$ cat src/rtl/red_pitaya_fads_sort_sched.sv
`timescale 1ns / 1ps
// red_pitaya_fads_sort_sched
//
// Sort scheduler between the FADS threshold detector and the sort trigger.
// Every accepted "sort" detection is stamped with the cycle on which it must
// fire (due time), stored in a small FIFO, and released as a fixed-width
// pulse on sort_trig once the free-running timestamp reaches the due time.
// Several droplets may be in flight at once. Pulses never merge: every pulse
// is followed by at least one low cycle.
//
// Ports
//   adc_clk_i, adc_rstn_i   clock, asynchronous active-low reset
//   det_valid_i, det_sort_i detector result strobe and sort decision
//   sort_trig               sort pulse output
//   busy_o                  queue non-empty or scheduler not idle
//   fsm_state               scheduler state (0 idle, 1 wait, 2 fire, 3 gap)
//   sys_*                   system bus slave (registered ack/rdata)
//
// Register map (sys_addr[19:0])
//   0x00 CTRL    bit0 enable, bit1 flush (W1, self-clearing), bit2 clr_cnt (W1)
//   0x04 DELAY   detector-to-junction travel time in cycles
//   0x08 WIDTH   pulse width in cycles (0 behaves as 1)
//   0x0C STATUS  [QAW:0] queue count, bit16 overflow (sticky), bit17 busy
//   0x10 SORTED  0x14 DROPPED  0x18 DETECTED
//
// Bus handshake: a request is a single-cycle sys_wen or sys_ren pulse; the
// slave answers with sys_ack exactly one cycle later, with sys_rdata valid in
// that same ack cycle. There is no back-pressure and no error response.

module red_pitaya_fads_sort_sched #(
  parameter int QAW = 3,
  parameter int TSW = 32
) (
  input  logic        adc_clk_i,
  input  logic        adc_rstn_i,
  input  logic        det_valid_i,
  input  logic        det_sort_i,
  output logic        sort_trig,
  output logic        busy_o,
  output logic [1:0]  fsm_state,
  input  logic [31:0] sys_addr,
  input  logic [31:0] sys_wdata,
  input  logic [3:0]  sys_sel,
  input  logic        sys_wen,
  input  logic        sys_ren,
  output logic [31:0] sys_rdata,
  output logic        sys_err,
  output logic        sys_ack
);

  localparam int DEPTH = 2 ** QAW;

  typedef enum logic [1:0] {
    S_IDLE = 2'd0,
    S_WAIT = 2'd1,
    S_FIRE = 2'd2,
    S_GAP  = 2'd3
  } state_t;

  state_t           state, state_nxt;
  logic [TSW-1:0]   ts;
  logic [TSW-1:0]   delay_r, width_r;
  logic [TSW-1:0]   cnt, cnt_nxt, width_eff;
  logic             enable, overflow;
  logic [31:0]      sorted_cnt, dropped_cnt, detected_cnt;

  logic [TSW-1:0]   mem [DEPTH];
  logic [QAW-1:0]   wr_ptr, rd_ptr;
  logic [QAW:0]     count;
  logic             q_empty, q_full;
  logic [TSW-1:0]   head_diff, due;
  logic             head_due;
  logic             push_req, push, drop, pop;

  logic [19:0]      addr;
  logic             ctrl_wr, flush, clr_cnt;
  logic [31:0]      rd_mux;

  // Byte selects and upper address bits are not decoded (full-word access).
  logic unused_bus;
  assign unused_bus = &{1'b0, sys_sel, sys_addr[31:20], sys_wdata};

  assign addr    = sys_addr[19:0];
  assign ctrl_wr = sys_wen && (addr == 20'h00000);
  assign flush   = ctrl_wr && sys_wdata[1];
  assign clr_cnt = ctrl_wr && sys_wdata[2];

  // ---------------------------------------------------------------------------
  // Timestamp and event queue
  // ---------------------------------------------------------------------------
  assign q_empty = (count == '0);
  assign q_full  = (count == (QAW+1)'(DEPTH));

  // Due is taken relative to the timestamp seen on the cycle the entry becomes
  // visible (ts+1), which gives detection-to-pulse latency of DELAY+2 cycles.
  assign due = ts + delay_r + TSW'(1);

  // Wrap-safe comparison: the head is due once ts has reached or passed it,
  // i.e. the modular difference is non-negative.
  assign head_diff = ts - mem[rd_ptr];
  assign head_due  = !q_empty && !head_diff[TSW-1];

  // A detection in the flush cycle is discarded outright; fullness is judged
  // before any pop of the same cycle.
  assign push_req = det_valid_i && det_sort_i && enable && !flush;
  assign push     = push_req && !q_full;
  assign drop     = push_req && q_full;

  always_ff @(posedge adc_clk_i or negedge adc_rstn_i) begin
    if (!adc_rstn_i) begin
      ts <= '0;
    end else begin
      ts <= ts + TSW'(1);
    end
  end

  always_ff @(posedge adc_clk_i) begin
    if (push) begin
      mem[wr_ptr] <= due;
    end
  end

  always_ff @(posedge adc_clk_i or negedge adc_rstn_i) begin
    if (!adc_rstn_i) begin
      wr_ptr <= '0;
      rd_ptr <= '0;
      count  <= '0;
    end else if (flush) begin
      wr_ptr <= '0;
      rd_ptr <= '0;
      count  <= '0;
    end else begin
      if (push) wr_ptr <= wr_ptr + QAW'(1);
      if (pop)  rd_ptr <= rd_ptr + QAW'(1);
      case ({push, pop})
        2'b10:   count <= count + (QAW+1)'(1);
        2'b01:   count <= count - (QAW+1)'(1);
        default: count <= count;
      endcase
    end
  end

  // ---------------------------------------------------------------------------
  // Pulse scheduler
  // ---------------------------------------------------------------------------
  // A due head is launched straight from IDLE, WAIT or GAP so that a late
  // event follows the previous pulse after exactly one low cycle; WAIT is
  // where the scheduler parks while the head is not yet due.
  assign width_eff = (width_r == '0) ? TSW'(1) : width_r;

  always_comb begin
    state_nxt = state;
    cnt_nxt   = cnt;
    pop       = 1'b0;
    case (state)
      S_IDLE, S_WAIT, S_GAP: begin
        if (head_due) begin
          pop       = 1'b1;
          cnt_nxt   = width_eff;
          state_nxt = S_FIRE;
        end else if (!q_empty) begin
          state_nxt = S_WAIT;
        end else begin
          state_nxt = S_IDLE;
        end
      end
      S_FIRE: begin
        if (cnt <= TSW'(1)) begin
          state_nxt = S_GAP;
        end else begin
          cnt_nxt = cnt - TSW'(1);
        end
      end
      default: state_nxt = S_IDLE;
    endcase
    if (flush) begin
      pop       = 1'b0;
      state_nxt = S_IDLE;
    end
  end

  always_ff @(posedge adc_clk_i or negedge adc_rstn_i) begin
    if (!adc_rstn_i) begin
      state <= S_IDLE;
      cnt   <= '0;
    end else begin
      state <= state_nxt;
      cnt   <= cnt_nxt;
    end
  end

  assign sort_trig = (state == S_FIRE);
  assign busy_o    = !q_empty || (state != S_IDLE);
  assign fsm_state = state;

  // ---------------------------------------------------------------------------
  // Statistics
  // ---------------------------------------------------------------------------
  always_ff @(posedge adc_clk_i or negedge adc_rstn_i) begin
    if (!adc_rstn_i) begin
      sorted_cnt   <= '0;
      dropped_cnt  <= '0;
      detected_cnt <= '0;
      overflow     <= 1'b0;
    end else if (clr_cnt) begin
      sorted_cnt   <= '0;
      dropped_cnt  <= '0;
      detected_cnt <= '0;
      overflow     <= 1'b0;
    end else begin
      if (det_valid_i) detected_cnt <= detected_cnt + 32'd1;
      if (pop)         sorted_cnt   <= sorted_cnt + 32'd1;
      if (drop) begin
        dropped_cnt <= dropped_cnt + 32'd1;
        overflow    <= 1'b1;
      end
    end
  end

  // ---------------------------------------------------------------------------
  // Bus registers
  // ---------------------------------------------------------------------------
  always_ff @(posedge adc_clk_i or negedge adc_rstn_i) begin
    if (!adc_rstn_i) begin
      enable  <= 1'b0;
      delay_r <= '0;
      width_r <= TSW'(1);
    end else if (sys_wen) begin
      case (addr)
        20'h00000: enable  <= sys_wdata[0];
        20'h00004: delay_r <= sys_wdata[TSW-1:0];
        20'h00008: width_r <= sys_wdata[TSW-1:0];
        default: ;
      endcase
    end
  end

  always_comb begin
    rd_mux = '0;
    case (addr)
      20'h00000: rd_mux = {31'd0, enable};
      20'h00004: rd_mux = 32'(delay_r);
      20'h00008: rd_mux = 32'(width_r);
      20'h0000C: begin
        rd_mux[QAW:0] = count;
        rd_mux[16]    = overflow;
        rd_mux[17]    = busy_o;
      end
      20'h00010: rd_mux = sorted_cnt;
      20'h00014: rd_mux = dropped_cnt;
      20'h00018: rd_mux = detected_cnt;
      default:   rd_mux = '0;
    endcase
  end

  always_ff @(posedge adc_clk_i or negedge adc_rstn_i) begin
    if (!adc_rstn_i) begin
      sys_ack   <= 1'b0;
      sys_rdata <= '0;
    end else begin
      sys_ack <= sys_wen | sys_ren;
      if (sys_ren) sys_rdata <= rd_mux;
    end
  end

  assign sys_err = 1'b0;

endmodule

$ cat config.mk
export PLATFORM = sky130hd
export DESIGN_NAME = red_pitaya_fads_sort_sched
export DESIGN_NICKNAME = d
export VERILOG_FILES = /design/src/rtl/red_pitaya_fads_sort_sched.sv
export SDC_FILE = /design/constraint.sdc
export NUM_CORES = 1
export LEC_CHECK = 0
export BUFFER_PORTS_ARGS = -buffer_cell sky130_fd_sc_hd__buf_4
export CAP_MARGIN = 20
export CORE_MARGIN = 2
export CORE_UTILIZATION = 55
export DETAILED_ROUTE_END_ITERATION = 12
export PLACE_DENSITY = 0.75
export SLEW_MARGIN = 10
export SYNTH_ARGS = -nofsm -noshare
export SYNTH_HDL_FRONTEND = slang
export SYNTH_SLANG_ARGS = --single-unit
$ cat constraint.sdc
create_clock -name adc_clk_i -period 4.8 [get_ports adc_clk_i]
set_input_delay 1.2 -clock adc_clk_i [delete_from_list [all_inputs] [get_ports adc_clk_i]]
set_output_delay 1.2 -clock adc_clk_i [all_outputs]
set_load 0.02 [all_outputs]
==> results by group, run 1 <==
Outcome
  – Run status: finished, final reports clean

Worst hold path
  – Hold Crit Start: cnt[20]$_DFFE_PN0P_
  – Worst Hold End: cnt[20]$_DFFE_PN0P_
  – Hold WC Path Type: reg2reg
  – Worst hold stages: 1

Timing
  – Hold Vio Cnt, Final: 0
  – Final Skew: 0.0290 ns
  – Achievable frequency: 222 MHz
  – Fin crit period: 4.50 ns
  – Worst slew pin tran: 0.993 ns
  – Rel. slew slack: 33.8%
  – RSZ-0062 raised after global routing: false
  – Hold Slack: 0.510 ns
  – Final period util: 93.8%
  – Fin. max-slew vios: 0
  – Final setup violation count: 0

CTS
  – CTS root buf: clkbuf_16
  – Cts hold-fix bufs: 0
  – H-tree depth: 2
  – Clock transition at path regs: 0.07 ns
  – Sink Count: 527
  – Clock buffer depth: 3
  – Worst-Skew Late Latency: 0.62 ns
  – CTS tree: done
  – CTS buffer count: 54

Power and ir drop
  – VDD IR-drop max: 0.342 mV
  – Pwr dens: 384 nW/um^2
  – Clock network fraction of total power: 39.3%
  – Net Sw Power: 0.00295 W
  – Design internal power: 0.00825 W
  – Leak: 12.6 nW
  – PnR Total Power: 0.0112 W
  – Switching share of power: 26.4%
  – Reg power frac: 46.3%
  – Comb power frac: 14.3%

Layout
  – Finished Core Util: 64.0%
  – P&R area growth vs syn: 14.3%
  – Final nets: 2,340
  – Largest register FFs: 256
  – Most flops, register: mem
  – # fillers: 3,328
  – Layout cells sized above 1: 18.3%
  – Ant diodes: 0

Logic synthesis
  – Post-synth EDFFs: 256
  – Mapped Area: 25,500 sq um
  – Avg Synthesized Cell Area: 12.3 sq um
  – Cell variety after synth: 72
  – Synth Instances: 2,076
  – Sequential cell area fraction in the yosys report: 56.7%
  – Syn nets: 2,223
  – Async SR Flop Fraction: 51.4%
  – Synth Flop Type: dfrtp_1
  – Synthesized flop and latch total: 527
  – Number of synthesis warnings: 0

Critical path
  – RR Startpoint: rd_ptr[0]$_DFFE_PN0P_
  – Worst path arrival time: 5.05 ns
  – Startpoint Class: flip-flop
  – Critical Path RT: 5.35 ns
  – Worst Setup SP: rd_ptr[0]$_DFFE_PN0P_
  – Cell family with most CP delay: compound AO/OA/AOI/OAI gates
  – Slowest stage delay, CP: 0.54 ns
  – RR Endpoint: count[3]$_DFFE_PN0P_
  – Crit. path cell count: 18
  – Crit-path cells: buf_12, mux4_2, mux2i_1, ha_1, a21oi_1, o21ai_0, a221oi_2, a21oi_1, nor3_2, buf_4, nor2_4, nor3_2, ha_1, a21o_1, a21oi_1, nor2b_1, mux2i_1, mux2i_1
  – Setup CP Type: reg2reg
  – Crit path buffers/inverters: 2
  – Reg-to-reg slack, setup: 0.30 ns
  – Slowest cell on crit path: mux4_2
  – Crit-path max FO: 24
  – Crit end category: flip-flop
  – Worst Reg-to-Reg Cells: 18

Drt
  – WL per Instance: 23.9 um
  – Drt pass-1 iters: 9
  – DRC Markers: 0
  – Post-DRT Antenna Nets: 0
  – DRT iter0 DRCs: 2,088
  – Vias per cell: 6.40
  – DR vias: 18,177
  – DRT Wirelength: 67,900 um

Global routing
  – Global route total overflow: 0
  – Vias in the first global route: 17,847
  – Initial antenna violation count: 2
  – First-pass GRT wire length: 104,000 um
  – Total GRT Usage: 28.6%
  – Largest net degree at the start of global routing: 115

Flow run
  – Max Cap Violations: 0

Floorplanning
  – Row count: 78
  – Core area: 45,600 sq um
  – Initial Utilization: 56.0%
  – Die area: 48,200 sq um
  – Die Wd: 219 um
  – DIE HEIGHT: 219 um
  – IO Pins: 112

Placement
  – DP HPWL: 47,000 um
  – Placer Congestion: 0.954
  – Port Buffers: 94
## synthesized netlist by cell type (all sizes together) (11+ instances only)
library cell	instances	share of area, %
and3	25	0.61
o21ai	91	1.8
o211ai	11	0.32
nor2	167	2.5
nand4	33	0.81
xor2	64	2.2
o311ai	12	0.41
or2	11	0.27
a22oi	11	0.32
nor3	40	0.78
clkbuf	73	1.1
a21o	13	0.38
o22ai	22	0.54
nand2	150	2.2
a222oi	24	0.94
mux4	65	5.7
dfrtp	270	26
or3	31	0.76
nand2b	25	0.61
xnor2	51	1.7
mux2	67	3.0
ha	71	3.5
nand3	68	1.3
edfxtp	256	30
nor2b	11	0.27
a21oi	114	2.2
mux2i	83	3.3
inv	37	0.54
nor4	31	0.76
buf	26	0.48
## worst max-delay path by stage
stage	slack [ns]	endpoint
finish	0.30	count[3]$_DFFE_PN0P_
detailed placement	0.13	count[3]$_DFFE_PN0P_
global placement	0.25	count[3]$_DFFE_PN0P_
global route	0.01	count[3]$_DFFE_PN0P_
CTS	0.005	count[3]$_DFFE_PN0P_
floorplan	-0.37	mem[3][0]$_DFFE_PP_
## cells in the final DEF (no fill, tap or decap), types with 12 or more instances in the layout
master | netlist | layout
a222oi_1 | 24 | 24
nand2_1 | 150 | 150
edfxtp_1 | 256 | 256
clkbuf_16 | 0 | 56
o311ai_0 | 12 | 12
a21o_1 | 13 | 13
a21oi_1 | 114 | 114
xor2_1 | 64 | 64
nand4_1 | 33 | 33
and3_1 | 25 | 25
nand3_1 | 68 | 68
nor3_1 | 40 | 35
or3_1 | 31 | 31
mux2_2 | 67 | 67
nor2_1 | 166 | 165
o21ai_0 | 91 | 91
ha_1 | 71 | 71
o22ai_1 | 22 | 22
mux4_2 | 65 | 65
xnor2_1 | 51 | 51
inv_1 | 37 | 37
buf_4 | 1 | 149
clkinv_1 | 0 | 12
dfrtp_1 | 270 | 267
nor4_1 | 31 | 30
nand2b_1 | 25 | 25
mux2i_1 | 83 | 83
## layout make-up
class,count,area (sq um),share of cell area [%]
inverters,37,139,0.476
well taps,600,751,2.57
clock buffers,71,1500,5.13
multi-input cells,1413,10600,36.5
flip-flops and latches,527,14500,49.6
repair buffers,160,1320,4.51
clock inverters,30,365,1.25
## metal layers
metal  routed length (um)  vias to the layer above  track usage [%]
met5                   37                        -                0
met1                27900                     9156             39.7
li1                     -                     8108                -
met2                31700                      765             44.3
met3                 5600                      144             5.71
met4                 2680                        4             11.6
## worst register-to-register path: stages, from the launching register on
cell	delay (ns)
dfrtp_4	0.48
buf_12	0.23
mux4_2	0.57
mux2i_1	0.22
ha_1	0.30
a21oi_1	0.14
o21ai_0	0.17
a221oi_2	0.48
a21oi_1	0.18
nor3_2	0.21
buf_4	0.15
nor2_4	0.03
nor3_2	0.21
ha_1	0.28
a21o_1	0.18
a21oi_1	0.17
nor2b_1	0.07
mux2i_1	0.17
mux2i_1	0.19
## power groups by stage
stage	registers (W)	logic, W	clock network (W)
detailed placement	0.00526	0.00157	0
CTS	0.00518	0.00158	0.00446
global placement	0.00525	0.00153	0
global route	0.00522	0.00175	0.00464
floorplan	0.00518	0.00107	0
finish	0.00519	0.00161	0.00440
## logic make-up (layout without fill, tap and decap cells)
kind of cell	Yosys count	in the layout	share of synthesized area, %
XOR/XNOR	115	115	3.94
AO/OA/AOI/OAI	379	379	9.62
buffers and inverters	136	298	2.09
other	1	1	0.0147
flip-flops	527	527	56.7
multiplexers	215	215	11.9
adder cells (fa/ha/maj)	73	73	3.64
AND/OR/NAND/NOR	630	630	12.1
## per-stage QoR
stage | TNS, ns | cell area, sq um | instances | setup WS [ns]
after floorplan | -28.50 | 25600 | 2076 | -0.373
after global placement | 0 | 27300 | 2733 | 0.245
after global routing | 0 | 29200 | 2838 | 0.0132
after CTS | 0 | 29100 | 2836 | 0.00505
final | 0 | 29200 | 2838 | 0.299
after detailed placement | 0 | 27300 | 2735 | 0.128
## what timing repair did
item                       in CTS  in global routing
setup buffers                   0                  1
resized for setup               0                  3
setup endpoints to repair       0                  3
No activity file was read; power rests on OpenSTA's default activity.
==> run 2, diff against run 1 <==
MAX_ROUTING_LAYER = met4   (was not set)
REMOVE_ABC_BUFFERS = 1   (was not set)
==> run 2 against run 1 <==
Die area unchanged. Power decreased by 0.44%. Maximum frequency increased by 0.42%. Final area decreased by 0.13%. Clock skew decreased by 0.016 ns. Non-clock buffer count decreased by 5. Largest cell class unchanged.
==> results by group, run 2 (synthesized netlist as in run 1, its figures left out) <==
Drt
  – DRC Markers: 0 (unchanged)
  – DRT Wirelength: 66,200 um (-2.5%)
  – WL per Instance: 23.4 um (-2.3%)
  – DRT iter0 DRCs: 1,914 (-8.3%)
  – Vias per cell: 6.41 (about the same)
  – Drt pass-1 iters: 6 (-3)
  – Post-DRT Antenna Nets: 0 (unchanged)
  – DR vias: 18,159 (-0.099%)

Layout
  – Ant diodes: 0 (unchanged)
  – Register area: 14,500 sq um (unchanged)
  – # fillers: 3,424 (+2.9%)
  – Final cell count without fillers: 2,833 (-0.18%)
  – Final nets: 2,335 (-0.21%)
  – P&R area growth vs syn: 14.2%
  – Area occupied by multi-input gates: 10,600 sq um (-0.26%)
  – Leading cell type in the layout, fill and taps excluded: dfrtp_1
  – Largest register FFs: 256 (unchanged)
  – Most flops, register: mem
  – Most frequent cells in the layout: dfrtp_1 (267), edfxtp_1 (256), nor2_1 (165)
  – Layout cells sized above 1: 18.7% (+0.40 points)

Placement
  – Port Buffers: 94 (unchanged)
  – DP HPWL: 44,500 um (-5.5%)
  – DP Cell Count: 2,727 (-0.29%)
  – Placer Congestion: 0.932 (-2.3%)

Timing
  – Final Skew: 0.0128 ns (-0.0162 ns)
  – Achievable frequency: 223 MHz (+0.42%)
  – Final period util: 93.4% (-0.39 points)
  – Final setup violation count: 0 (unchanged)
  – Rel. slew slack: 36.0% (+2.2 points)
  – RSZ-0062 raised after global routing: false
  – Worst slew pin tran: 0.959 ns (-0.0332 ns)
  – Fin. max-slew vios: 0 (unchanged)
  – Fin crit period: 4.48 ns (-0.0188 ns)
  – Hold Vio Cnt, Final: 0 (unchanged)

Worst hold path
  – Worst hold stages: 1 (unchanged)
  – Hold Crit Start: cnt[20]$_DFFE_PN0P_
  – Hold WC Path Type: reg2reg
  – Worst Hold End: cnt[20]$_DFFE_PN0P_

Critical path
  – Worst path arrival time: 5.01 ns (-0.04 ns)
  – Crit-path max FO: 17 (-29%)
  – Slowest cell on crit path: mux4_2
  – Startpoint Class: flip-flop
  – RR Endpoint: count[3]$_DFFE_PN0P_
  – Reg-to-reg slack, setup: 0.32 ns (+0.02 ns)
  – Crit-path cells: buf_12, mux4_2, mux2i_2, ha_1, nand4_1, nor4_2, nand2_1, a21o_1, a2111oi_4, nor2_4, nor3_2, ha_1, a21o_1, a21oi_1, nor2b_1, mux2i_1, mux2i_1
  – Worst Reg-to-Reg Cells: 17 (-1)
  – Crit end category: flip-flop
  – RR Startpoint: rd_ptr[0]$_DFFE_PN0P_
  – Slowest stage delay, CP: 0.53 ns (about the same)
  – Critical Path RT: 5.33 ns (-0.02 ns)
  – Setup CP Type: reg2reg

Global routing
  – Vias in the first global route: 17,589 (-1.4%)
  – Total GRT Usage: 28.8% (+0.22 points)
  – Initial antenna violation count: 0 (-2)
  – Global route total overflow: 0 (unchanged)
  – Largest net degree at the start of global routing: 104 (-9.6%)
  – First-pass GRT wire length: 102,000 um (-1.9%)

CTS
  – Clock transition at path regs: 0.06 ns (about the same)
  – CTS tree: done
  – Sink Count: 527 (unchanged)
  – Clock buffer depth: 3 (unchanged)
  – Worst-Skew Late Latency: 0.61 ns (about the same)
  – H-tree depth: 2 (unchanged)
  – CTS root buf: clkbuf_16
  – CTS buffer count: 54 (unchanged)

Flow run
  – Max Cap Violations: 0 (unchanged)

Power and ir drop
  – VDD IR-drop max: 0.295 mV (-14%)
  – PnR Total Power: 0.0112 W (-0.44%)
  – Leak: 12.6 nW (about the same)
  – Pwr dens: 383 nW/um^2 (-0.30%)

Floorplanning
  – Die Wd: 219 um (unchanged)
  – Initial Utilization: 56.0% (unchanged)
  – Core area: 45,600 sq um (unchanged)
  – DIE HEIGHT: 219 um (unchanged)
  – Row count: 78 (unchanged)
  – IO Pins: 112 (unchanged)
  – Die area: 48,200 sq um (unchanged)

Outcome
  – Run status: finished, final reports clean
==> run 2: cell count changes in the layout (fill, tap and decap cells not counted), sizes merged <==
| cell | previous run | this run |
|---|---|---|
| clkinvlp | 3 | 5 |
| bufinv | 8 | 6 |
| inv | 40 | 38 |
| clkinv | 16 | 19 |
| clkbuf | 72 | 71 |
| buf | 159 | 154 |
==> run 2: metrics by stage <==
stage               utilization [%]  instance area, sq um  hold WS (ns)  setup slack [ns]  TNS, ns
floorplan                         -                 25100         0.448             -2.21  -200.38
global placement               59.6                 27200         0.462             0.212        0
detailed placement             59.6                 27200         0.474            0.0962        0
CTS                            63.8                 29100         0.494            0.0219        0
global route                   64.0                 29100         0.519            0.0155        0
finish                         64.0                 29100         0.496             0.318        0
==> run 2: area by class of cell <==
type	instances	share of cell area, %
multi-input cells	1413	36.4
clock buffers	70	5.22
flip-flops and latches	527	49.7
inverters	37	0.476
well taps	600	2.58
clock inverters	31	1.21
repair buffers	155	4.43
==> run 2: worst max-delay path, delay by kind of cell (launching register included) <==
kind / cells / cell delay [ns]
fa+ha+maj: 2 / 0.49
mux: 4 / 1.13
buf+inv: 1 / 0.20
simple gates: 6 / 1.07
flops: 1 / 0.49
compound gates: 4 / 1.00
==> run 2: timing repair <==
action / 4_1_cts / 5_1_grt
hold buffers: 0 / 0
gates resized for setup: 0 / 5
setup endpoints to repair: 0 / 2
setup buffers: 0 / 3
==> run 2: how the worst max path moves through the flow <==
stage                           endpoint  slack, ns  cells past startpoint                   from
finish              count[3]$_DFFE_PN0P_       0.32                     17  rd_ptr[0]$_DFFE_PN0P_
global route        count[3]$_DFFE_PN0P_       0.02                     18  rd_ptr[0]$_DFFE_PN0P_
CTS                 count[3]$_DFFE_PN0P_       0.02                     17  rd_ptr[0]$_DFFE_PN0P_
detailed placement  count[3]$_DFFE_PN0P_        0.1                     17  rd_ptr[0]$_DFFE_PN0P_
global placement    count[3]$_DFFE_PN0P_       0.21                     19  rd_ptr[0]$_DFFE_PN0P_
floorplan           count[3]$_DFFE_PN0P_      -2.21                     16  rd_ptr[0]$_DFFE_PN0P_
==> run 2: per-layer routing <==
| layer | global-route usage, % | up-vias | part of all wire, % |
|---|---|---|---|
| met1 | 40.6 | 9143 | 43 |
| met4 | 9.91 | 0 | 3.3 |
| met5 | - | - | 0 |
| met3 | 3.99 | 138 | 7.8 |
| li1 | - | 8092 | - |
| met2 | 43.3 | 786 | 46 |
==> run 2: where the power goes <==
group	leakage (nW)	total (W)	internal (W)	switching [W]
Clock	0.911	0.00441	0.00257	0.00183
Combinational	5.18	0.00157	0.000688	0.000882
Sequential	6.48	0.00518	0.00492	0.000261
==> run 3, diff against run 2 <==
SETUP_SLACK_MARGIN = 0.4   (was not set)
==> run 3 against run 2 <==
Clock skew is 0.0047 ns higher. Sequential cell count stayed put. Combinational power is 17% higher. Sequential power hardly changed. Setup slack better by 0.075 ns. Largest cell class unchanged.
==> results by group, run 3 (synthesized netlist as in run 1, its figures left out) <==
Critical path
  – Worst Setup SP: rd_ptr[0]$_DFFE_PN0P_
  – Slowest cell on crit path: dfrtp_4
  – Crit-path max FO: 8 (-9)
  – Cell family with most CP delay: compound AO/OA/AOI/OAI gates
  – RR Startpoint: rd_ptr[0]$_DFFE_PN0P_
  – Slowest stage delay, CP: 0.52 ns (about the same)
  – Critical Path RT: 5.33 ns (about the same)
  – Startpoint Class: flip-flop
  – Cell repeated most along the worst path: mux2i_1
  – Crit-path cells: buf_12, buf_12, buf_6, mux4_2, mux2i_1, ha_1, nand4_1, nor4_2, a22oi_1, o211a_1, a2111oi_4, nor2_4, nor3_4, ha_1, a21o_1, a21oi_2, nor2b_1, mux2i_1, mux2i_1
  – Worst path arrival time: 4.94 ns (-0.07 ns)
  – Crit path buffers/inverters: 3 (+2)
  – Crit end category: flip-flop
  – Setup CP Type: reg2reg

Global routing
  – Largest net degree at the start of global routing: 104 (unchanged)
  – First-pass GRT wire length: 103,000 um (+1.2%)
  – Total GRT Usage: 29.2% (+0.41 points)
  – Global route total overflow: 0 (unchanged)
  – GR Util met2: 44.1% (+0.78 points)
  – Initial antenna violation count: 0 (unchanged)
  – Vias in the first global route: 17,735 (+0.83%)
  – Layer with the highest usage: met2
  – Met1 usage: 40.8% (+0.22 points)
  – Met3 Usage GRT: 4.42% (+0.43 points)

Flow run
  – Max Cap Violations: 0 (unchanged)

Power and ir drop
  – Design internal power: 0.00838 W (+2.5%)
  – Net Sw Power: 0.00305 W (+2.5%)
  – Pwr dens: 386 nW/um^2 (+0.84%)
  – Clock network fraction of total power: 38.6% (-0.9 points)
  – Switching share of power: 26.7% (about the same)
  – Leak: 12.8 nW (+1.6%)
  – Comb power frac: 16.1% (+2.0 points)
  – VDD IR-drop max: 0.328 mV (+11%)
  – Reg power frac: 45.3% (-1.1 points)

Timing
  – Achievable frequency: 227 MHz (+1.7%)
  – Final setup violation count: 0 (unchanged)
  – RSZ-0062 raised after global routing: true
  – Fin. max-slew vios: 0 (unchanged)
  – Hold Slack: 0.496 ns (+0.000274 ns)
  – Hold Vio Cnt, Final: 0 (unchanged)
  – Fin crit period: 4.41 ns (-0.0755 ns)
  – Final period util: 91.8% (-1.6 points)
  – TNS Setup: 0 ns (unchanged)
  – Rel. slew slack: 34.6% (-1.4 points)
  – Worst slew pin tran: 0.981 ns (+0.0214 ns)
  – Final Skew: 0.0175 ns (+0.00468 ns)
  – Final WS setup: 0.393 ns (+0.0755 ns)

Outcome
  – Run status: finished, final reports clean

Layout
  – Final cell count without fillers: 2,865 (+1.1%)
  – # fillers: 3,380 (-1.3%)
  – Final nets: 2,367 (+1.4%)
  – Most frequent cells in the layout: dfrtp_1 (267), edfxtp_1 (256), buf_4 (166)
  – Layout cells sized above 1: 20.6% (+1.9 points)
  – Ant diodes: 0 (unchanged)
  – Most flops, register: mem
  – Final instance area: 29,600 sq um (+1.6%)
  – Largest register FFs: 256 (unchanged)
  – Leading cell type in the layout, fill and taps excluded: dfrtp_1
  – P&R area growth vs syn: 16.0%

CTS
  – Cts hold-fix bufs: 0 (unchanged)
  – Clock transition at path regs: 0.06 ns (about the same)
  – Worst-Skew Late Latency: 0.62 ns (about the same)
  – CTS tree: done
  – Sink Count: 527 (unchanged)
  – H-tree depth: 2 (unchanged)
  – CTS root buf: clkbuf_16
  – CTS buffer count: 54 (unchanged)
  – Clock buffer depth: 3 (unchanged)

Worst hold path
  – Hold Crit Start: cnt[20]$_DFFE_PN0P_
  – Hold WC Path Type: reg2reg

Floorplanning
  – Initial Utilization: 56.0% (unchanged)
  – DIE HEIGHT: 219 um (unchanged)
  – Die Wd: 219 um (unchanged)
  – Core area: 45,600 sq um (unchanged)
  – Die area: 48,200 sq um (unchanged)
  – IO Pins: 112 (unchanged)
  – Row count: 78 (unchanged)

Drt
  – WL per Instance: 23.5 um (+0.41%)
  – Vias per cell: 6.39 (-0.36%)
  – DRC Markers: 0 (unchanged)
  – DRT Wirelength: 67,200 um (+1.5%)
  – DRT iter0 DRCs: 2,046 (+6.9%)
  – DR vias: 18,298 (+0.77%)
  – Drt pass-1 iters: 6 (unchanged)
  – Post-DRT Antenna Nets: 0 (unchanged)

Placement
  – DP HPWL: 44,500 um (unchanged)
  – Pre-CTS setup slack: 0.0962 ns (unchanged)
  – Placer Congestion: 0.932 (unchanged)
  – Port Buffers: 94 (unchanged)
  – DP Cell Count: 2,727 (unchanged)
  – Cell Area, Placed: 27,200 sq um (unchanged)
## run 3: cell count changes in the layout (fill, tap and decap cells not counted), moves of 3 or more
cell / delta
a21oi_1: -4
mux2i_2: +6
a21oi_2: +4
buf_12: +3
buf_6: +3
buf_4: +21
mux2i_1: -6
o21ai_0: -3
## run 3: layout make-up
type / count / area [sq um] / area share (%)
Multi-Input combinational cell: 1413 / 10700 / 36.1
Clock inverter: 31 / 352 / 1.19
Tap cell: 600 / 751 / 2.53
Sequential cell: 527 / 14500 / 48.9
Inverter: 37 / 139 / 0.469
Clock buffer: 70 / 1520 / 5.14
Timing Repair Buffer: 187 / 1680 / 5.66
## run 3: power by group through the flow
stage          clock (W)  sequential [W]  combinational, W
6_report         0.00441         0.00518           0.00184
5_1_grt          0.00464         0.00521           0.00199
4_1_cts          0.00446         0.00516           0.00176
3_5_place_dp           0         0.00526           0.00152
3_3_place_gp           0         0.00525           0.00148
2_1_floorplan          0         0.00539          0.000813
## run 3: final timing paths
path | end | slack (ns) | depth (start not counted)
max in group asynchronous | detected_cnt[20]$_DFFE_PN0P_ | 3.15 | 2
min | cnt[20]$_DFFE_PN0P_ | 0.50 | 1
max reg2reg | count[3]$_DFFE_PN0P_ | 0.39 | 19
min reg2reg | cnt[20]$_DFFE_PN0P_ | 0.50 | 1
min in group asynchronous | detected_cnt[24]$_DFFE_PN0P_ | 0.63 | 1
max | count[3]$_DFFE_PN0P_ | 0.39 | 19
## run 3: worst register-to-register path, cell delays in order (launching register included)
cell and delay, ns:
dfrtp_4 0.52, buf_12 0.15, buf_12 0.14, buf_6 0.11
mux4_2 0.42, mux2i_1 0.20, ha_1 0.19, nand4_1 0.19
nor4_2 0.35, a22oi_1 0.15, o211a_1 0.18, a2111oi_4 0.45
nor2_4 0.09, nor3_4 0.23, ha_1 0.26, a21o_1 0.16
a21oi_2 0.12, nor2b_1 0.05, mux2i_1 0.16, mux2i_1 0.20
## run 3: layer usage
| layer | part of all wire, % | up-vias |
|---|---|---|
| li1 | - | 8152 |
| met2 | 46 | 764 |
| met5 | 0 | - |
| met1 | 43 | 9241 |
| met4 | 3.4 | 0 |
| met3 | 7.5 | 141 |
## run 3: through the flow
step,util (%),power [W]
global placement,59.6,0.00672
detailed placement,59.6,0.00678
finish,65.0,0.0114
global route,65.0,0.0118
CTS,64.5,0.0114
floorplan,-,0.00620
## run 3: what timing repair did
item,4_1_cts,5_1_grt
gates resized for setup,19,16
setup buffers,20,12
gates cloned,3,1
pin swaps,16,8
endpoints found under the setup margin,17,39
